<file path="src/rtl/is_pkg.sv">
// rtl/is_pkg.sv - shared types, defaults and lane-delay helper for the input sequencer
package is_pkg;

  localparam int D_W_DEF = 8;
  localparam int N_DEF   = 4;

  typedef enum logic [2:0] {
    S_IDLE   = 3'd0,
    S_LOAD   = 3'd1,
    S_STREAM = 3'd2,
    S_DRAIN  = 3'd3,
    S_DONE   = 3'd4
  } is_feed_state_t;

  // Lane r of the left edge is delayed r+1 cycles so the array sees a diagonal wavefront.
  function automatic int lane_delay(input int r);
    return r + 1;
  endfunction

endpackage

</file>
<file path="src/rtl/is_feeder_if.sv">
// rtl/is_feeder_if.sv - weight and activation buffer streams into the sequencer
interface is_feeder_if #(
  parameter int D_W = 8,
  parameter int N   = 4
);
  logic             w_valid;
  logic             w_ready;
  logic [D_W*N-1:0] w_row;
  logic             a_valid;
  logic             a_ready;
  logic [D_W*N-1:0] a_row;

  // Buffer side
  modport master (
    output w_valid, w_row, a_valid, a_row,
    input  w_ready, a_ready
  );

  // Sequencer side
  modport slave (
    input  w_valid, w_row, a_valid, a_row,
    output w_ready, a_ready
  );
endinterface

</file>
<file path="src/rtl/is_skew_line.sv">
// rtl/is_skew_line.sv - data-plus-valid shift register for one left-edge lane
module is_skew_line #(
  parameter int D_W   = 8,
  parameter int DEPTH = 1
) (
  input  logic           clk,
  input  logic           rst,
  input  logic [D_W-1:0] data_i,
  input  logic           vld_i,
  output logic [D_W-1:0] data_o,
  output logic           vld_o
);
  logic [D_W-1:0] data_q [DEPTH];
  logic           vld_q  [DEPTH];

  // Free-running shift: every cycle injects either an element or a zero bubble.
  always_ff @(posedge clk or posedge rst) begin
    if (rst) begin
      for (int i = 0; i < DEPTH; i++) begin
        data_q[i] <= '0;
        vld_q[i]  <= 1'b0;
      end
    end else begin
      data_q[0] <= data_i;
      vld_q[0]  <= vld_i;
      for (int i = 1; i < DEPTH; i++) begin
        data_q[i] <= data_q[i-1];
        vld_q[i]  <= vld_q[i-1];
      end
    end
  end

  assign data_o = data_q[DEPTH-1];
  assign vld_o  = vld_q[DEPTH-1];
endmodule

</file>
<file path="src/rtl/is_feeder.sv">
// rtl/is_feeder.sv - weight loader and skewed activation streamer for the systolic array
module is_feeder
  import is_pkg::*;
#(
  parameter int D_W = D_W_DEF,
  parameter int N   = N_DEF,
  parameter int K   = 16,
  localparam int VW = $clog2(K + 1),
  localparam int CW = $clog2(N + 1)
) (
  input  logic             clk,
  input  logic             rst,
  is_feeder_if.slave       bus,
  input  logic             start,
  input  logic [VW-1:0]    num_vec,
  output logic             load_weight,
  output logic [D_W*N-1:0] m1,
  output logic [D_W*N-1:0] m0,
  output logic [N-1:0]     m0_vld,
  output logic             busy,
  output logic             done
);
  localparam logic [CW-1:0] CNT_LAST = CW'(N - 1);
  localparam logic [VW-1:0] K_SAT    = VW'(K);

  is_feed_state_t   state_q;
  logic [CW-1:0]    w_cnt_q;
  logic [CW-1:0]    drn_cnt_q;
  logic [VW-1:0]    vec_cnt_q;
  logic [VW-1:0]    num_vec_q;
  logic             load_weight_q;
  logic [D_W*N-1:0] m1_q;

  logic          w_hs;
  logic          a_hs;
  logic [VW-1:0] num_vec_sat;

  assign num_vec_sat = (num_vec > K_SAT) ? K_SAT : num_vec;

  assign bus.w_ready = (state_q == S_LOAD);
  assign bus.a_ready = (state_q == S_STREAM) && (vec_cnt_q < num_vec_q);
  assign w_hs        = bus.w_valid & bus.w_ready;
  assign a_hs        = bus.a_valid & bus.a_ready;

  assign busy        = (state_q != S_IDLE);
  assign done        = (state_q == S_DONE);
  assign load_weight = load_weight_q;
  assign m1          = m1_q;

  // Job sequencing: weight rows, then vectors, then N drain cycles to flush the skew.
  always_ff @(posedge clk or posedge rst) begin
    if (rst) begin
      state_q   <= S_IDLE;
      w_cnt_q   <= '0;
      drn_cnt_q <= '0;
      vec_cnt_q <= '0;
      num_vec_q <= '0;
    end else begin
      case (state_q)
        S_IDLE: begin
          if (start) begin
            num_vec_q <= num_vec_sat;
            w_cnt_q   <= '0;
            drn_cnt_q <= '0;
            vec_cnt_q <= '0;
            state_q   <= S_LOAD;
          end
        end
        S_LOAD: begin
          if (w_hs) begin
            w_cnt_q <= w_cnt_q + CW'(1);
            if (w_cnt_q == CNT_LAST) begin
              state_q <= (num_vec_q == '0) ? S_DONE : S_STREAM;
            end
          end
        end
        S_STREAM: begin
          if (a_hs) begin
            vec_cnt_q <= vec_cnt_q + VW'(1);
            if ((vec_cnt_q + VW'(1)) == num_vec_q) begin
              state_q <= S_DRAIN;
            end
          end
        end
        S_DRAIN: begin
          if (drn_cnt_q == CNT_LAST) begin
            state_q <= S_DONE;
          end else begin
            drn_cnt_q <= drn_cnt_q + CW'(1);
          end
        end
        S_DONE:  state_q <= S_IDLE;
        default: state_q <= S_IDLE;
      endcase
    end
  end

  // Top edge: a row is shifted only in the cycle after its handshake; otherwise the array holds.
  always_ff @(posedge clk or posedge rst) begin
    if (rst) begin
      load_weight_q <= 1'b0;
      m1_q          <= '0;
    end else begin
      load_weight_q <= w_hs;
      m1_q          <= w_hs ? bus.w_row : '0;
    end
  end

  for (genvar r = 0; r < N; r++) begin : g_lane
    logic [D_W-1:0] lane_in;
    assign lane_in = a_hs ? bus.a_row[r*D_W +: D_W] : '0;

    is_skew_line #(
      .D_W  (D_W),
      .DEPTH(lane_delay(r))
    ) u_line (
      .clk   (clk),
      .rst   (rst),
      .data_i(lane_in),
      .vld_i (a_hs),
      .data_o(m0[r*D_W +: D_W]),
      .vld_o (m0_vld[r])
    );
  end
endmodule

</file>
<file path="src/flat_wrapper.sv">
// flat-port wrapper written by rule: the top's interface ports become plain ports
module is_feeder_flat import is_pkg::*;
#(
  parameter int D_W = D_W_DEF,
  parameter int N   = N_DEF,
  parameter int K   = 16,
  localparam int VW = $clog2(K + 1),
  localparam int CW = $clog2(N + 1)
)
  (clk, rst, start, num_vec, load_weight, m1, m0, m0_vld, busy, done, bus_w_valid, bus_w_row, bus_a_valid, bus_a_row, bus_w_ready, bus_a_ready);
  is_feeder_if #(.D_W(D_W), .N(N)) bus_i ();
  input  logic clk;
  input  logic rst;
  input  logic start;
  input  logic [VW-1:0] num_vec;
  output logic load_weight;
  output logic [D_W*N-1:0] m1;
  output logic [D_W*N-1:0] m0;
  output logic [N-1:0] m0_vld;
  output logic busy;
  output logic done;
  input wire logic [$bits(bus_i.w_valid)-1:0] bus_w_valid;
  input wire logic [$bits(bus_i.w_row)-1:0] bus_w_row;
  input wire logic [$bits(bus_i.a_valid)-1:0] bus_a_valid;
  input wire logic [$bits(bus_i.a_row)-1:0] bus_a_row;
  output wire logic [$bits(bus_i.w_ready)-1:0] bus_w_ready;
  output wire logic [$bits(bus_i.a_ready)-1:0] bus_a_ready;
  assign bus_i.w_valid = bus_w_valid;
  assign bus_i.w_row = bus_w_row;
  assign bus_i.a_valid = bus_a_valid;
  assign bus_i.a_row = bus_a_row;
  assign bus_w_ready = bus_i.w_ready;
  assign bus_a_ready = bus_i.a_ready;
  is_feeder #(.D_W(D_W), .N(N), .K(K)) u_core (.clk(clk), .rst(rst), .bus(bus_i), .start(start), .num_vec(num_vec), .load_weight(load_weight), .m1(m1), .m0(m0), .m0_vld(m0_vld), .busy(busy), .done(done));
endmodule
</file>
<file path="config.mk">
export PLATFORM = sky130hd
export DESIGN_NAME = is_feeder_flat
export DESIGN_NICKNAME = d
export VERILOG_FILES = /design/src/rtl/is_pkg.sv /design/src/rtl/is_feeder_if.sv /design/src/rtl/is_skew_line.sv /design/src/rtl/is_feeder.sv /design/src/flat_wrapper.sv
export SDC_FILE = /design/constraint.sdc
export NUM_CORES = 1
export LEC_CHECK = 0
export CORE_MARGIN = 8
export CORE_UTILIZATION = 50
export CTS_BUF_LIST = sky130_fd_sc_hd__clkbuf_16
export DETAILED_ROUTE_END_ITERATION = 12
export MAX_ROUTING_LAYER = met4
export PLACE_DENSITY_LB_ADDON = 0.15
export SLEW_MARGIN = 20
export SYNTH_ARGS = -nofsm -noshare
export SYNTH_HDL_FRONTEND = slang
export SYNTH_SLANG_ARGS = --single-unit
</file>
<file path="constraint.sdc">
create_clock -name clk -period 13.2 [get_ports clk]
set_input_delay 1.98 -clock clk [delete_from_list [all_inputs] [get_ports clk]]
set_output_delay 1.98 -clock clk [all_outputs]
set_load 0.01 [all_outputs]
</file>
==> flow_metrics.py <==
metrics = {
    "grt": {
        "antenna_found_initial": 0,
        "grt_max_degree": 73,
        "grt-ovfl-total": 0,
        "grt_pass1_wl_um": 15300,
        "grt_pass1_vias": 2986,
        "grtUsageTotal_pct": 16.1,
    },
    "floorplan": {
        "io_pins": 147,
        "die_h_um": 113,
        "die_x_um": 113,
        "dieArea_mm2": 0.0129,
        "initial_core_util_pct": 51.3,
        "core_mm2": 0.00924,
        "fp-row-count": 35,
    },
    "power": {
        "internal_power_mw": 0.868,
        "p_leak_nw": 3.17,
        "p_sw_mw": 0.314,
        "power_frac_seq_pct": 42.0,
        "p_comb_share_pct": 18.9,
        "switching_share_pct": 26.5,
        "pwr-share-clk_pct": 39.1,
        "power.density_mw_per_mm2": 176,
        "peakVddDrop_mv": 0.0969,
    },
    "run_status": {
        "status": "finished, final reports clean",
    },
    "cts": {
        "cts.repair.resized": 0,
        "path_clk_slew_ns": 0.06,
        "clock-sinks": 136,
        "cts_tree": "yes",
        "postCtsHoldBufs": 0,
        "post_cts_buffers": 0,
        "h-tree-depth": 4,
        "cts-root-buf": "clkbuf_16",
        "worst_skew_pair.late_latency_ns": 0.40,
        "cts_buffers": 17,
        "cts.path.max_buffers": 2,
    },
    "logic_synthesis": {
        "synth_top_area_cell": "dfrtp_1",
        "synth_edf_count": 0,
        "synth.top_cells.by_count": "dfrtp_1 (136), and2_1 (65), buf_4 (29)",
        "synth-compound-area-share_pct": 3.72,
        "synth_ff_type": "dfrtp_1",
        "ys_ff_latch": 136,
        "ys_top_cells_by_area": "dfrtp_1 (72%), and2_1 (8.6%), buf_4 (4.6%)",
        "synth-xor-area-share_pct": 0.923,
        "yosys.area_share.simple_pct": 14.1,
        "yosys_warnings": 0,
        "synthesis.area_mm2": 0.00474,
        "synth.most_common_cell": "dfrtp_1",
        "yosysUniqueCellTypes": 36,
        "syn_area_per_cell_um2": 13.8,
        "yosysTopAreaCellShare_pct": 71.8,
        "synth_top_family_by_area": "simple AND/OR/NAND/NOR gates",
        "syn_nets": 427,
        "ys_seq_area_share_pct": 71.8,
        "synth_mux_area_share_pct": 0,
        "synth_fa_ha_area_share_pct": 2.64,
        "async_reset_ff_share_pct": 100,
        "synthCells": 343,
    },
    "sta": {
        "setup_viol": 0,
        "drv_slew": 0,
        "max-slew-margin-rel_pct": 43.0,
        "finClkSkew_ns": 0.0103,
        "hold_viol": 0,
        "fin_crit_ns": 4.28,
        "fmax_mhz": 234,
        "worst-slew-pin-transition_ns": 0.855,
        "fin_tns_setup_ns": 0,
        "rsz0062_at_grt": "false",
        "timing.final.crit_share_pct": 32.4,
    },
    "finish": {
        "nets": 555,
        "diodes": 0,
        "drive_gt1_share_pct": 7.64,
        "finish.instance_area_mm2": 0.00670,
        "area_delta_synth_final_pct": 41.3,
    },
    "setup_path": {
        "arrival_ns": 2.30,
        "path_class": "flop to output port",
        "worstSetupStartpointType": "flop",
        "crit_path_max_fanout": 3,
        "rrSetupSlack_ns": 10.97,
        "required_ns": 11.22,
        "crit_path_end_kind": "output port",
    },
    "route": {
        "drtPass1Iterations": 4,
        "ant_nets": 0,
        "wl_per_cell_um": 15.5,
        "drc_errors": 0,
        "wirelength_um": 9530,
        "drtIter0Drc": 115,
        "via_per_inst": 4.55,
        "dr_total_vias": 2788,
    },
    "placement": {
        "hpwl_um": 6560,
        "portBuffers": 146,
        "gp_congestion": 0.794,
        "dpl_cell_area_mm2": 0.00611,
    },
    "flow_run": {
        "cap_violations": 0,
    },
    "hold_path": {
        "hp-class": "flop to flop",
    },
}
layout make-up:
type	instances	area [um^2]
repair buffers	147	1470
fillers	629	2540
clock buffers	17	425
clock inverters	15	169
inverters	15	62.6
well taps	129	161
multi-input cells	154	1010
flip-flops and latches	136	3400
registers in the layout, indices dropped and copies added, names as in the netlist:
name                         cells
u_core.m1                       32
u_core.load_weight               1
u_core.state_q                   3
u_core.drn_cnt_q                 3
u_core.g_lane.u_line.data_q     48
u_core.num_vec_q                 5
u_core.g_lane.u_line.vld_o       4
u_core.vec_cnt_q                 5
u_core.g_lane.u_line.data_o     32
u_core.w_cnt_q                   3
power by group through the flow:
| stage | registers (mW) | logic [mW] | clock network [mW] |
|---|---|---|---|
| floorplan | 0.507 | 0.118 | 0 |
| finish | 0.496 | 0.223 | 0.462 |
| global placement | 0.499 | 0.221 | 0 |
| global route | 0.502 | 0.248 | 0.491 |
| CTS | 0.496 | 0.228 | 0.472 |
| detailed placement | 0.503 | 0.225 | 0 |
final timing paths:
path,from,endpoint,cells past startpoint
max,u_core.num_vec_q[1],bus_a_ready,6
min,u_core.g_lane[2].u_line.data_q[18],u_core.g_lane[2].u_line.data_q[10],0
max reg2reg,u_core.num_vec_q[1],u_core.vec_cnt_q[2],8
min reg2reg,u_core.g_lane[2].u_line.data_q[18],u_core.g_lane[2].u_line.data_q[10],0
max in group asynchronous,rst,u_core.g_lane[2].u_line.data_q[15],3
min in group asynchronous,rst,u_core.g_lane[2].u_line.data_o[0],2
through the flow:
stage	std cells	power, mW	utilization, %	worst slack (ns)	hold slack, ns
after detailed placement	581	0.727	66.1	9.33	0.335
after global placement	581	0.721	66.1	9.36	0.331
after global routing	613	1.24	72.5	8.79	0.350
after floorplan	343	0.625	-	7.58	0.331
final	613	1.18	72.5	8.92	0.340
after CTS	613	1.20	72.5	8.89	0.346
logic make-up after synthesis:
kind of cell             Yosys count
flip-flops                       136
AND/OR/NAND/NOR                  110
buffers and inverters             53
AO/OA/AOI/OAI                     29
adder cells (fa/ha/maj)           10
XOR/XNOR                           5
critical path: stages (launching register included):
cell and delay [ns]:
dfrtp_1 0.38, inv_1 0.08, ha_1 0.28, nor2b_1 0.13, o2111ai_1 0.29, and3_1 0.21
clkdlybuf4s50_1 0.53
routing by layer:
metal / global-route usage (%) / vias up / part of all wire (%)
met5: - / - / 0
met4: 5.33 / 0 / 1.1
met3: 5.60 / 8 / 5.5
met2: 28.3 / 87 / 55
met1: 16.6 / 1365 / 39
li1: - / 1328 / -
layout by cell type, fill, tap and decap left out, types with 2 or more instances in the layout:
cell / n
clkbuf_16: 17
ha_1: 10
nor3_1: 3
bufinv_16: 2
nor2b_1: 3
inv_1: 14
nand3_1: 8
and3_1: 3
clkinv_4: 2
nor2_1: 5
and2_1: 65
a22o_1: 2
inv_6: 6
clkinvlp_4: 3
clkdlybuf4s50_1: 146
nand3b_1: 4
dfrtp_1: 136
o21ai_0: 16
nor3b_1: 2
xnor2_1: 3
a21oi_1: 3
clkinv_2: 2
xor2_1: 2
nand2_1: 11
Power figures use the tool's default switching activity.
